### src/rtl/seg_display_pkg.sv
// Shared types, constants and helpers for the seven-segment display driver.
// Leading-zero blanking in the top level is enabled by LEADING_ZERO_BLANK_EN.
package seg_display_pkg;

  localparam int BIN_W      = 10;
  localparam int BCD_DIGITS = 4;
  localparam int BCD_W      = 4 * BCD_DIGITS;
  localparam int SHIFT_W    = BIN_W + BCD_W;
  localparam int ITER_W     = $clog2(BIN_W);

  typedef enum logic [1:0] {
    IDLE,
    CONVERT,
    UPDATE
  } conv_state_t;

  // gfedcba, active-low
  localparam logic [6:0] SEG_0     = 7'b1000000;
  localparam logic [6:0] SEG_1     = 7'b1111001;
  localparam logic [6:0] SEG_2     = 7'b0100100;
  localparam logic [6:0] SEG_3     = 7'b0110000;
  localparam logic [6:0] SEG_4     = 7'b0011001;
  localparam logic [6:0] SEG_5     = 7'b0010010;
  localparam logic [6:0] SEG_6     = 7'b0000010;
  localparam logic [6:0] SEG_7     = 7'b1111000;
  localparam logic [6:0] SEG_8     = 7'b0000000;
  localparam logic [6:0] SEG_9     = 7'b0010000;
  localparam logic [6:0] SEG_BLANK = 7'b1111111;

  function automatic logic [6:0] seg_decode(input logic [3:0] d);
    logic [6:0] s;
    case (d)
      4'd0:    s = SEG_0;
      4'd1:    s = SEG_1;
      4'd2:    s = SEG_2;
      4'd3:    s = SEG_3;
      4'd4:    s = SEG_4;
      4'd5:    s = SEG_5;
      4'd6:    s = SEG_6;
      4'd7:    s = SEG_7;
      4'd8:    s = SEG_8;
      4'd9:    s = SEG_9;
      default: s = SEG_BLANK;
    endcase
    return s;
  endfunction

  // Double-dabble correction: every nibble >= 5 gets +3 before the shift.
  function automatic logic [BCD_W-1:0] add3(input logic [BCD_W-1:0] bcd);
    logic [BCD_W-1:0] r;
    logic [3:0]       nib;
    r = bcd;
    for (int i = 0; i < BCD_DIGITS; i++) begin
      nib = bcd[4*i +: 4];
      if (nib >= 4'd5) r[4*i +: 4] = nib + 4'd3;
    end
    return r;
  endfunction

endpackage

### src/rtl/seg_display_driver_bin2bcd_seq.sv
// Sequential binary-to-BCD converter: captures a 10-bit value on load and
// produces four BCD digits eleven cycles later, pulsing done on the update.
//
// state   | meaning
// IDLE    | waiting for load; display digits hold the last result
// CONVERT | ten shift-add-3 iterations over the shift register
// UPDATE  | copy BCD nibbles to the digit registers, pulse done
module bin2bcd_seq
  import seg_display_pkg::*;
(
  input  logic             clk,
  input  logic             rst_n,
  input  logic             load,
  input  logic [BIN_W-1:0] value,
  output logic             busy,
  output logic             done,
  output logic [BCD_W-1:0] bcd
);

  conv_state_t        state;
  logic [SHIFT_W-1:0] shreg;
  logic [ITER_W-1:0]  iter;
  logic [BCD_W-1:0]   adj;

  always_comb adj = add3(shreg[SHIFT_W-1:BIN_W]);

  always_ff @(posedge clk or negedge rst_n) begin
    if (!rst_n) begin
      state <= IDLE;
      shreg <= '0;
      iter  <= '0;
      busy  <= 1'b0;
      done  <= 1'b0;
      bcd   <= '0;
    end else begin
      done <= 1'b0;
      case (state)
        IDLE: begin
          if (load) begin
            shreg <= {{BCD_W{1'b0}}, value};
            iter  <= '0;
            busy  <= 1'b1;
            state <= CONVERT;
          end
        end
        CONVERT: begin
          shreg <= {adj[BCD_W-2:0], shreg[BIN_W-1:0], 1'b0};
          iter  <= iter + 1'b1;
          if (iter == ITER_W'(BIN_W - 1)) state <= UPDATE;
        end
        UPDATE: begin
          bcd   <= shreg[SHIFT_W-1:BIN_W];
          done  <= 1'b1;
          busy  <= 1'b0;
          state <= IDLE;
        end
        default: state <= IDLE;
      endcase
    end
  end

endmodule

### src/rtl/seg_display_driver.sv
// Four-digit common-anode display driver: converts the datapath result to BCD
// and scans it onto the display. Define LEADING_ZERO_BLANK_EN to blank leading zeros.
module seg_display_driver
  import seg_display_pkg::*;
#(
  parameter int REFRESH_DIV = 100000,
  parameter int DIV_W       = 17
) (
  input  logic             clk,
  input  logic             rst_n,
  input  logic             load,
  input  logic [BIN_W-1:0] value,
  output logic             busy,
  output logic             done,
  output logic [3:0]       an,
  output logic [6:0]       seg
);

  logic [BCD_W-1:0] bcd;
  logic [DIV_W-1:0] div_cnt;
  logic [1:0]       idx;
  logic [3:0]       cur_digit;
  logic             blank;
  logic [6:0]       seg_next;

  bin2bcd_seq u_conv (
    .clk   (clk),
    .rst_n (rst_n),
    .load  (load),
    .value (value),
    .busy  (busy),
    .done  (done),
    .bcd   (bcd)
  );

  always_comb begin
    cur_digit = 4'd0;
    case (idx)
      2'd0: cur_digit = bcd[3:0];
      2'd1: cur_digit = bcd[7:4];
      2'd2: cur_digit = bcd[11:8];
      2'd3: cur_digit = bcd[15:12];
      default: cur_digit = 4'd0;
    endcase
  end

`ifdef LEADING_ZERO_BLANK_EN
  // A digit is blank when it and every more significant digit are zero; digit 0 never is.
  always_comb begin
    blank = 1'b0;
    case (idx)
      2'd3: blank = (bcd[15:12] == 4'd0);
      2'd2: blank = (bcd[15:8] == 8'd0);
      2'd1: blank = (bcd[15:4] == 12'd0);
      default: blank = 1'b0;
    endcase
  end
`else
  assign blank = 1'b0;
`endif

  assign seg_next = blank ? SEG_BLANK : seg_decode(cur_digit);

  always_ff @(posedge clk or negedge rst_n) begin
    if (!rst_n) begin
      div_cnt <= '0;
      idx     <= 2'd0;
      an      <= 4'b1111;
      seg     <= SEG_BLANK;
    end else begin
      if (div_cnt == DIV_W'(REFRESH_DIV - 1)) begin
        div_cnt <= '0;
        idx     <= idx + 2'd1;
      end else begin
        div_cnt <= div_cnt + 1'b1;
      end
      an  <= ~(4'b0001 << idx);
      seg <= seg_next;
    end
  end

endmodule

### config.mk
export PLATFORM = sky130hd
export DESIGN_NAME = seg_display_driver
export DESIGN_NICKNAME = d
export VERILOG_FILES = /design/src/rtl/seg_display_pkg.sv /design/src/rtl/seg_display_driver_bin2bcd_seq.sv /design/src/rtl/seg_display_driver.sv
export SDC_FILE = /design/constraint.sdc
export NUM_CORES = 1
export LEC_CHECK = 0
export ABC_CLOCK_PERIOD_IN_PS = 3500
export BUFFER_PORTS_ARGS = -buffer_cell sky130_fd_sc_hd__buf_2
export CAP_MARGIN = 40
export CORE_AREA = 2 2 71 106
export DETAILED_ROUTE_END_ITERATION = 7
export DIE_AREA = 0 0 73 108
export GPL_TIMING_DRIVEN = 0
export HOLD_SLACK_MARGIN = 0.06
export MAX_ROUTING_LAYER = met4
export PLACE_DENSITY = 0.76
export SYNTH_ARGS = -nofsm -noshare
export SYNTH_HDL_FRONTEND = slang
export SYNTH_SLANG_ARGS = --single-unit
### constraint.sdc
create_clock -name clk -period 3.5 [get_ports clk]
set_input_delay 0.35 -clock clk [delete_from_list [all_inputs] [get_ports clk]]
set_output_delay 0.35 -clock clk [all_outputs]
set_load 0.03 [all_outputs]
==> flow_summary.json, run 1 <==
{
  "port_buffers": 25,
  "post-synth-top-area-cell": "sky130_fd_sc_hd__dfrtp_1",
  "fmaxAchievable_ghz": 0.457,
  "synth_largest_type_area_fraction": 0.466,
  "postSynthNetCount": 374,
  "critPathCaptureType": "register",
  "postRouteAntennaNets": 0,
  "cp_max_fo": 6,
  "syn_avg_cell_area_um2": 10.8,
  "start_util": 0.537,
  "cts_setup_buffers": 0,
  "finalSetupViolCount": 0,
  "drt_first_iter_violations": 152,
  "fp.dieArea_mm2": 0.00788,
  "outcome": "completed",
  "final_net_count": 412,
  "clkSlewWorstSetupHoldPaths_ns": 0.08,
  "fin_tns_setup_ns": 0,
  "worstSetupStartpointType": "register",
  "drv.max_cap_violation_count": 0,
  "endpoint_required_time_on_the_critical_path_ns": 3.78,
  "final-hold-violation-count": 0,
  "antenna-diode-count": 0,
  "hold_class": "input pin to register",
  "cts_max_path_buffers": 2,
  "drt-wirelength-per-cell_um": 15.2,
  "synth_area_mm2": 0.00371,
  "global_route_wire_length_before_repair_um": 12200,
  "worst_slack_at_placement_ns": 1.33,
  "hpwl_um": 4930,
  "ioPinCount": 26,
  "worst_ep_arrival_time_ns": 2.47,
  "placementRows": 37,
  "layout.cells.most_common": "sky130_fd_sc_hd__dfrtp_1",
  "grt_antenna_before_repair": 0,
  "yosysSeqAreaShare": 0.544,
  "root_buffer": "sky130_fd_sc_hd__clkbuf_8",
  "finalClockSkew_ns": 0.00822,
  "register_bit_count_reported_by_yosys": 80,
  "synth_area_leaders": "sky130_fd_sc_hd__dfrtp_1 47%, sky130_fd_sc_hd__dfstp_2 7.8%, sky130_fd_sc_hd__ha_1 6.4%",
  "first_global_vias": 2643,
  "synth_warnings": 0,
  "die_height_um": 108,
  "slew_headroom": 0.426,
  "floorplan.die.width_um": 73,
  "synth_cell_types": 35,
  "finalWorstPathRequiredPeriod_ns": 2.19,
  "tritoncts": "built",
  "setup_slack_ns": 1.31,
  "final_min_period_over_clock_period": 0.625,
  "area_delta_synth_final_pct": 12.7,
  "power.density_mw_per_mm2": 801,
  "post_drt_via_cell_ratio": 5.73,
  "p_leak_nw": 1.94,
  "last_weighted_congestion_value_of_the_routability_driven_placer": 0.926,
  "route.detailed.drc": 0,
  "slew_violations": 0,
  "vias": 2655,
  "vdd_ir_drop_max_v": 0.000490,
  "cts.sink_count": 80,
  "core-area_mm2": 0.00690,
  "drt-total-wl_um": 7050,
  "htree_levels": 3,
  "final_layout_size_suffix_gt1_frac": 0.179,
  "drt_pass1_iterations": 4,
  "worstMarginPinSlew_ns": 0.860,
  "criticalPathCategory": "register to register",
  "globalRouteOverflowTotal": 0,
  "worstSkewPairLatency_ns": 0.35,
  "syn-instance-count": 342,
  "cts_inserted_buffers": 9,
  "top_library_cells_by_usage_in_the_layout_fill_and_taps_aside": "69 x sky130_fd_sc_hd__dfrtp_1, 40 x sky130_fd_sc_hd__nand2_1, 24 x sky130_fd_sc_hd__buf_2",
  "global_route.usage.total": 0.206,
  "rsz0062_at_grt": "no",
  "grt_start_max_net_pins": 59
}
[critical path, cell delays in order, from the launching register on]
cell and delay, ns:
sky130_fd_sc_hd__dfrtp_1 0.40, sky130_fd_sc_hd__inv_1 0.15, sky130_fd_sc_hd__ha_1 0.17, sky130_fd_sc_hd__clkbuf_1 0.33, sky130_fd_sc_hd__mux2i_1 0.44, sky130_fd_sc_hd__inv_1 0.12
sky130_fd_sc_hd__ha_1 0.33, sky130_fd_sc_hd__o22ai_1 0.17
[power by group]
group / internal [mW] / total [mW] / switching, mW
combinational: 0.470 / 1.20 / 0.726
clock: 0.366 / 0.689 / 0.324
sequential: 1.25 / 1.46 / 0.212
[worst paths after layout]
path	cells after the start	slack, ns	start	to
max in group asynchronous	3	2.43	rst_n	an[0]$_DFF_PN1_
hold / removal	3	0.22	value[4]	u_conv.shreg[4]$_DFFE_PN0P_
setup / recovery	7	1.31	idx[0]$_DFFE_PN0N_	seg[1]$_DFF_PN1_
setup reg to reg	7	1.31	idx[0]$_DFFE_PN0N_	seg[1]$_DFF_PN1_
hold reg to reg	1	0.48	div_cnt[0]$_DFF_PN0_	div_cnt[0]$_DFF_PN0_
min in group asynchronous	2	0.45	rst_n	u_conv.done$_DFF_PN0_
[flip-flops by register name (all words and copies together), names as in the netlist]
name and cells:
u_conv.busy 1, u_conv.done 1, u_conv.bcd 16, div_cnt 17
u_conv.iter 4, seg 7, idx 2, u_conv.shreg 26
u_conv.state 2, an 4
[metrics by stage]
stage	area, um2	hold slack [ns]	util	cells	power, mW
2_1_floorplan	3710	0.0544	-	342	2.32
3_3_place_gp	3930	0.459	0.570	445	2.58
3_5_place_dp	3960	0.277	0.574	446	2.66
4_1_cts	4180	0.212	0.605	463	3.36
5_1_grt	4180	0.214	0.605	463	3.60
6_report	4180	0.219	0.605	463	3.34
[synth_stat cells]
cell type                  number
sky130_fd_sc_hd__a21o_1         2
sky130_fd_sc_hd__a211oi_1       1
sky130_fd_sc_hd__o22ai_1        1
sky130_fd_sc_hd__a21oi_1       12
sky130_fd_sc_hd__and4_1         3
sky130_fd_sc_hd__nor2b_1        1
sky130_fd_sc_hd__o21ai_0       23
sky130_fd_sc_hd__or4b_1         1
sky130_fd_sc_hd__mux2i_1        7
sky130_fd_sc_hd__a31oi_1        1
sky130_fd_sc_hd__o31ai_1        5
sky130_fd_sc_hd__nand3b_1       2
sky130_fd_sc_hd__xnor2_1       11
sky130_fd_sc_hd__nor4b_1        1
sky130_fd_sc_hd__nand4_1        4
sky130_fd_sc_hd__a32o_1         4
sky130_fd_sc_hd__nor3_1         3
sky130_fd_sc_hd__and2b_2        1
sky130_fd_sc_hd__a222oi_1       4
sky130_fd_sc_hd__xor2_1        11
sky130_fd_sc_hd__and2_1         1
sky130_fd_sc_hd__mux2_2        14
sky130_fd_sc_hd__nand2b_1       5
sky130_fd_sc_hd__nor2_1        20
sky130_fd_sc_hd__dfrtp_1       69
sky130_fd_sc_hd__clkbuf_1      10
sky130_fd_sc_hd__o32ai_1        3
sky130_fd_sc_hd__inv_1         23
sky130_fd_sc_hd__buf_6          1
sky130_fd_sc_hd__nor3b_1        1
sky130_fd_sc_hd__dfstp_2       11
sky130_fd_sc_hd__nand3_1       18
sky130_fd_sc_hd__nand2_1       40
sky130_fd_sc_hd__ha_1          19
sky130_fd_sc_hd__a22oi_1        9
[final cells by class]
class	count	area [um2]
buffer	11	48.8
clock buffer	11	151
clock inverter	5	55.1
fill	582	2720
inverter	23	86.3
multi-input combinational	228	1560
sequential	80	2020
tap	78	97.6
timing repair buffer	27	165
[repair_timing]
action,4_1_cts,5_1_grt
hold buffers,1,0
resized for setup,0,0
endpoints found under the hold margin,22,0
[kinds of logic (layout without fill, tap and decap cells)]
| logic type | count (synthesis) | in the layout | synth area share |
|---|---|---|---|
| buf+inv | 34 | 77 | 0.0365 |
| flops | 80 | 80 | 0.544 |
| mux | 21 | 21 | 0.0614 |
| compound gates | 65 | 65 | 0.114 |
| simple gates | 101 | 101 | 0.128 |
| fa+ha+maj | 19 | 19 | 0.0641 |
| xor+xnor | 22 | 22 | 0.0520 |
[routing by layer]
metal	global-route usage	wire [um]	up-vias
met2	0.339	3780	55
met5	-	0	-
met4	0.0966	97	0
li1	-	-	1264
met1	0.243	2980	1328
met3	0.0336	192	8
Note: power is estimated with default switching activity, not from simulation.
==> run 2, diff against run 1 <==
ABC_AREA = 1   (was not set)
ABC_CLOCK_PERIOD_IN_PS = 2200   (was 3500)
CORE_AREA = 2 2 73 109   (was 2 2 71 106)
DIE_AREA = 0 0 75 111   (was 0 0 73 108)
clock period = 2.2 ns   (was 3.5 ns; I/O delays follow)
==> flow_summary.json, run 2 <==
{
  "final_layout_size_suffix_gt1_frac": 0.163,
  "grt_antenna_before_repair": 0,
  "syn_avg_cell_area_um2": 8.68,
  "synth_enable_flop_cells": 0,
  "final_net_count": 523,
  "drt-total-wl_um": 7370,
  "fin_tns_setup_ns": 0,
  "final-hold-violation-count": 0,
  "share_seq_of_total_power": 0.395,
  "synth_area_leaders": "sky130_fd_sc_hd__dfrtp_1 44%, sky130_fd_sc_hd__nand2_1 8.5%, sky130_fd_sc_hd__dfstp_2 7.3%",
  "cp_max_fo": 6,
  "vdd_ir_drop_max_v": 0.000786,
  "crit_path_max_incr_delay_ns": 0.40,
  "floorplan.die.width_um": 75,
  "hold_class": "input pin to register",
  "fraction_of_the_mapped_netlist_area_in_adder_cells": 0.0604,
  "final_min_period_over_clock_period": 0.886,
  "synth_common_cells": "89 x sky130_fd_sc_hd__nand2_1, 69 x sky130_fd_sc_hd__dfrtp_1, 64 x sky130_fd_sc_hd__inv_1, 51 x sky130_fd_sc_hd__o21ai_0, 35 x sky130_fd_sc_hd__nor2_1",
  "synth_simple_gate_area_frac": 0.203,
  "tritoncts": "built",
  "synth_cell_types": 31,
  "root_buffer": "sky130_fd_sc_hd__clkbuf_16",
  "register_ranked_first_by_flip_flop_count": "u_conv.shreg",
  "synth_xor_xnor_area_share": 0.0267,
  "ff2ff_setup_slack_ns": 0.25,
  "cts.sink_count": 80,
  "core-area_mm2": 0.00747,
  "slew_headroom": 0.683,
  "power.density_mw_per_mm2": 1240,
  "outcome": "completed",
  "synth_async_sr_flop_share": 1.00,
  "worst_ep_arrival_time_ns": 2.22,
  "start_util": 0.527,
  "last_weighted_congestion_value_of_the_routability_driven_placer": 0.921,
  "power.net_switching_mw": 2.09,
  "drt_first_iter_violations": 143,
  "post_drt_via_cell_ratio": 5.01,
  "finalWorstPathRequiredPeriod_ns": 1.95,
  "postSynth.topFlopCell": "sky130_fd_sc_hd__dfrtp_1",
  "worstMarginPinSlew_ns": 0.476,
  "power.share.switching": 0.372,
  "post-synth-top-area-cell": "sky130_fd_sc_hd__dfrtp_1",
  "synth_largest_type_area_fraction": 0.439,
  "antenna-diode-count": 0,
  "die_height_um": 111,
  "port_buffers": 25,
  "drt-wirelength-per-cell_um": 12.3,
  "synth_compound_area_frac": 0.119,
  "fp.dieArea_mm2": 0.00833,
  "syn-instance-count": 453,
  "fillers": 631,
  "area_delta_synth_final_pct": 15.0,
  "postRouteAntennaNets": 0,
  "ioPinCount": 26,
  "yosys-mux-area-fraction": 0.00254,
  "first_global_vias": 2930,
  "vias": 2996,
  "register_bit_count_reported_by_yosys": 80,
  "cp_num_buf_inv": 2,
  "cpLargestDelayFamily": "simple AND/OR/NAND/NOR gates",
  "htree_levels": 3,
  "global_route_wire_length_before_repair_um": 12400,
  "power.share.clock": 0.267,
  "critPathCaptureType": "register",
  "grt_start_max_net_pins": 45,
  "cts_inserted_buffers": 9,
  "clkSlewWorstSetupHoldPaths_ns": 0.06,
  "top_regs": "u_conv.shreg: 26 flops, div_cnt: 17 flops, u_conv.bcd: 16 flops",
  "power.combinational.fraction": 0.338,
  "yosysMostFrequentCell": "sky130_fd_sc_hd__nand2_1",
  "globalRouteOverflowTotal": 0,
  "drt_pass1_iterations": 4,
  "largest_family_of_logic_cells_by_synthesized_area": "simple AND/OR/NAND/NOR gates",
  "p_leak_nw": 2.19,
  "synth_area_mm2": 0.00393,
  "internal_mw": 3.53,
  "rsz0062_at_grt": "no",
  "global_route.usage.total": 0.200,
  "critical_path.slowest_cell": "sky130_fd_sc_hd__dfrtp_1",
  "worstSkewPairLatency_ns": 0.34,
  "cp_cell_sequence": "inv_1 > ha_1 > nand2_1 > nand2_1 > nor2_1 > nor2_2 > inv_1 > ha_1 > nand3_1 > nand2_1 > nand2_1 > nand2_1",
  "fmaxAchievable_ghz": 0.513,
  "worstSetupStartpointType": "register",
  "postSynthNetCount": 485,
  "drv.max_cap_violation_count": 0,
  "synth_warnings": 0,
  "slew_violations": 0,
  "hpwl_um": 5390,
  "layout.cells.most_common": "sky130_fd_sc_hd__nand2_1",
  "final_area_mm2": 0.00452,
  "cts_max_path_buffers": 2,
  "post_dp_cell_area_mm2": 0.00421,
  "crit_path_frequent_cell": "sky130_fd_sc_hd__nand2_1",
  "finalSetupViolCount": 0,
  "post-place-cells": 581,
  "top_library_cells_by_usage_in_the_layout_fill_and_taps_aside": "89 x sky130_fd_sc_hd__nand2_1, 69 x sky130_fd_sc_hd__dfrtp_1, 64 x sky130_fd_sc_hd__inv_1",
  "placementRows": 39,
  "yosysSeqAreaShare": 0.512,
  "finalClockSkew_ns": 0.00482,
  "route.detailed.drc": 0,
  "endpoint_required_time_on_the_critical_path_ns": 2.47,
  "finish.cell_count_without_fillers": 598,
  "criticalPathCategory": "register to register",
  "largest_register_ffs": 26
}
[run 2: changes by cell type after synthesis, sizes merged, moves of 7 or more]
| cell | change |
|---|---|
| nand2 | +56 |
| inv | +45 |
| o21ai | +32 |
| nor2 | +22 |
| mux2 | -14 |
| xnor2 | -10 |
| a22oi | -9 |
| o221ai | +9 |
| nand3 | +7 |
[run 2: metal layers]
layer	routed length, um	vias to the layer above	track usage
li1	-	1541	-
met1	3010	1394	0.214
met2	3980	48	0.333
met3	229	13	0.0500
met4	157	0	0.100
met5	0	-	-
[run 2: power by group through the flow]
stage	Combinational, mW	Sequential (mW)	Clock [mW]
6_report	1.90	2.22	1.50
5_1_grt	2.19	2.28	1.60
4_1_cts	1.92	2.22	1.54
3_5_place_dp	1.90	2.24	0
3_3_place_gp	1.83	2.22	0
2_1_floorplan	1.34	2.31	0
[run 2: per-stage QoR]
step / power (mW) / hold WS [ns] / utilization / worst slack (ns)
floorplan: 3.65 / -0.0756 / - / 0.448
global placement: 4.04 / 0.445 / 0.561 / 0.311
detailed placement: 4.14 / 0.215 / 0.564 / 0.265
CTS: 5.67 / 0.107 / 0.606 / 0.231
global route: 6.07 / 0.123 / 0.606 / 0.0853
finish: 5.62 / 0.116 / 0.606 / 0.252
[run 2: worst reg2reg max path, delay by kind of cell, from the launching register on]
kind	cells	cell delay, ns
flip-flops	1	0.40
buffers and inverters	2	0.26
adder cells (fa/ha/maj)	2	0.60
AND/OR/NAND/NOR	8	0.62
[run 2: cell families after synthesis]
group           after synthesis
simple gates                180
buf+inv                      78
compound gates               83
flops                        80
mux                           1
fa+ha+maj                    19
xor+xnor                     12
[run 2: area by class of cell]
class,instances,area (um2),area share
inverters,69,260,0.0575
repair buffers,27,158,0.0348
plain buffers,9,38.8,0.00857
well taps,102,128,0.0282
clock inverters,7,80.1,0.0177
clock buffers,9,225,0.0498
flip-flops and latches,80,2020,0.446
multi-input cells,295,1620,0.358
[run 2: path summary, 6_finish.rpt]
| kind | start | endpoint | cells past startpoint |
|---|---|---|---|
| hold reg to reg | u_conv.busy$_DFFE_PN0P_ | u_conv.busy$_DFFE_PN0P_ | 2 |
| setup reg to reg | idx[0]$_DFFE_PN0N_ | seg[3]$_DFF_PN1_ | 12 |
| min in group asynchronous | rst_n | div_cnt[11]$_DFF_PN0_ | 2 |
| hold / removal | value[7] | u_conv.shreg[7]$_DFFE_PN0P_ | 3 |
| max in group asynchronous | rst_n | seg[1]$_DFF_PN1_ | 3 |
| setup / recovery | idx[0]$_DFFE_PN0N_ | seg[3]$_DFF_PN1_ | 12 |
[run 2: what timing repair did]
item / in CTS / in global routing
buffers inserted: 0 / 0
hold endpoints to repair: 26 / 0
hold buffers: 1 / 0
gates resized for setup: 0 / 0
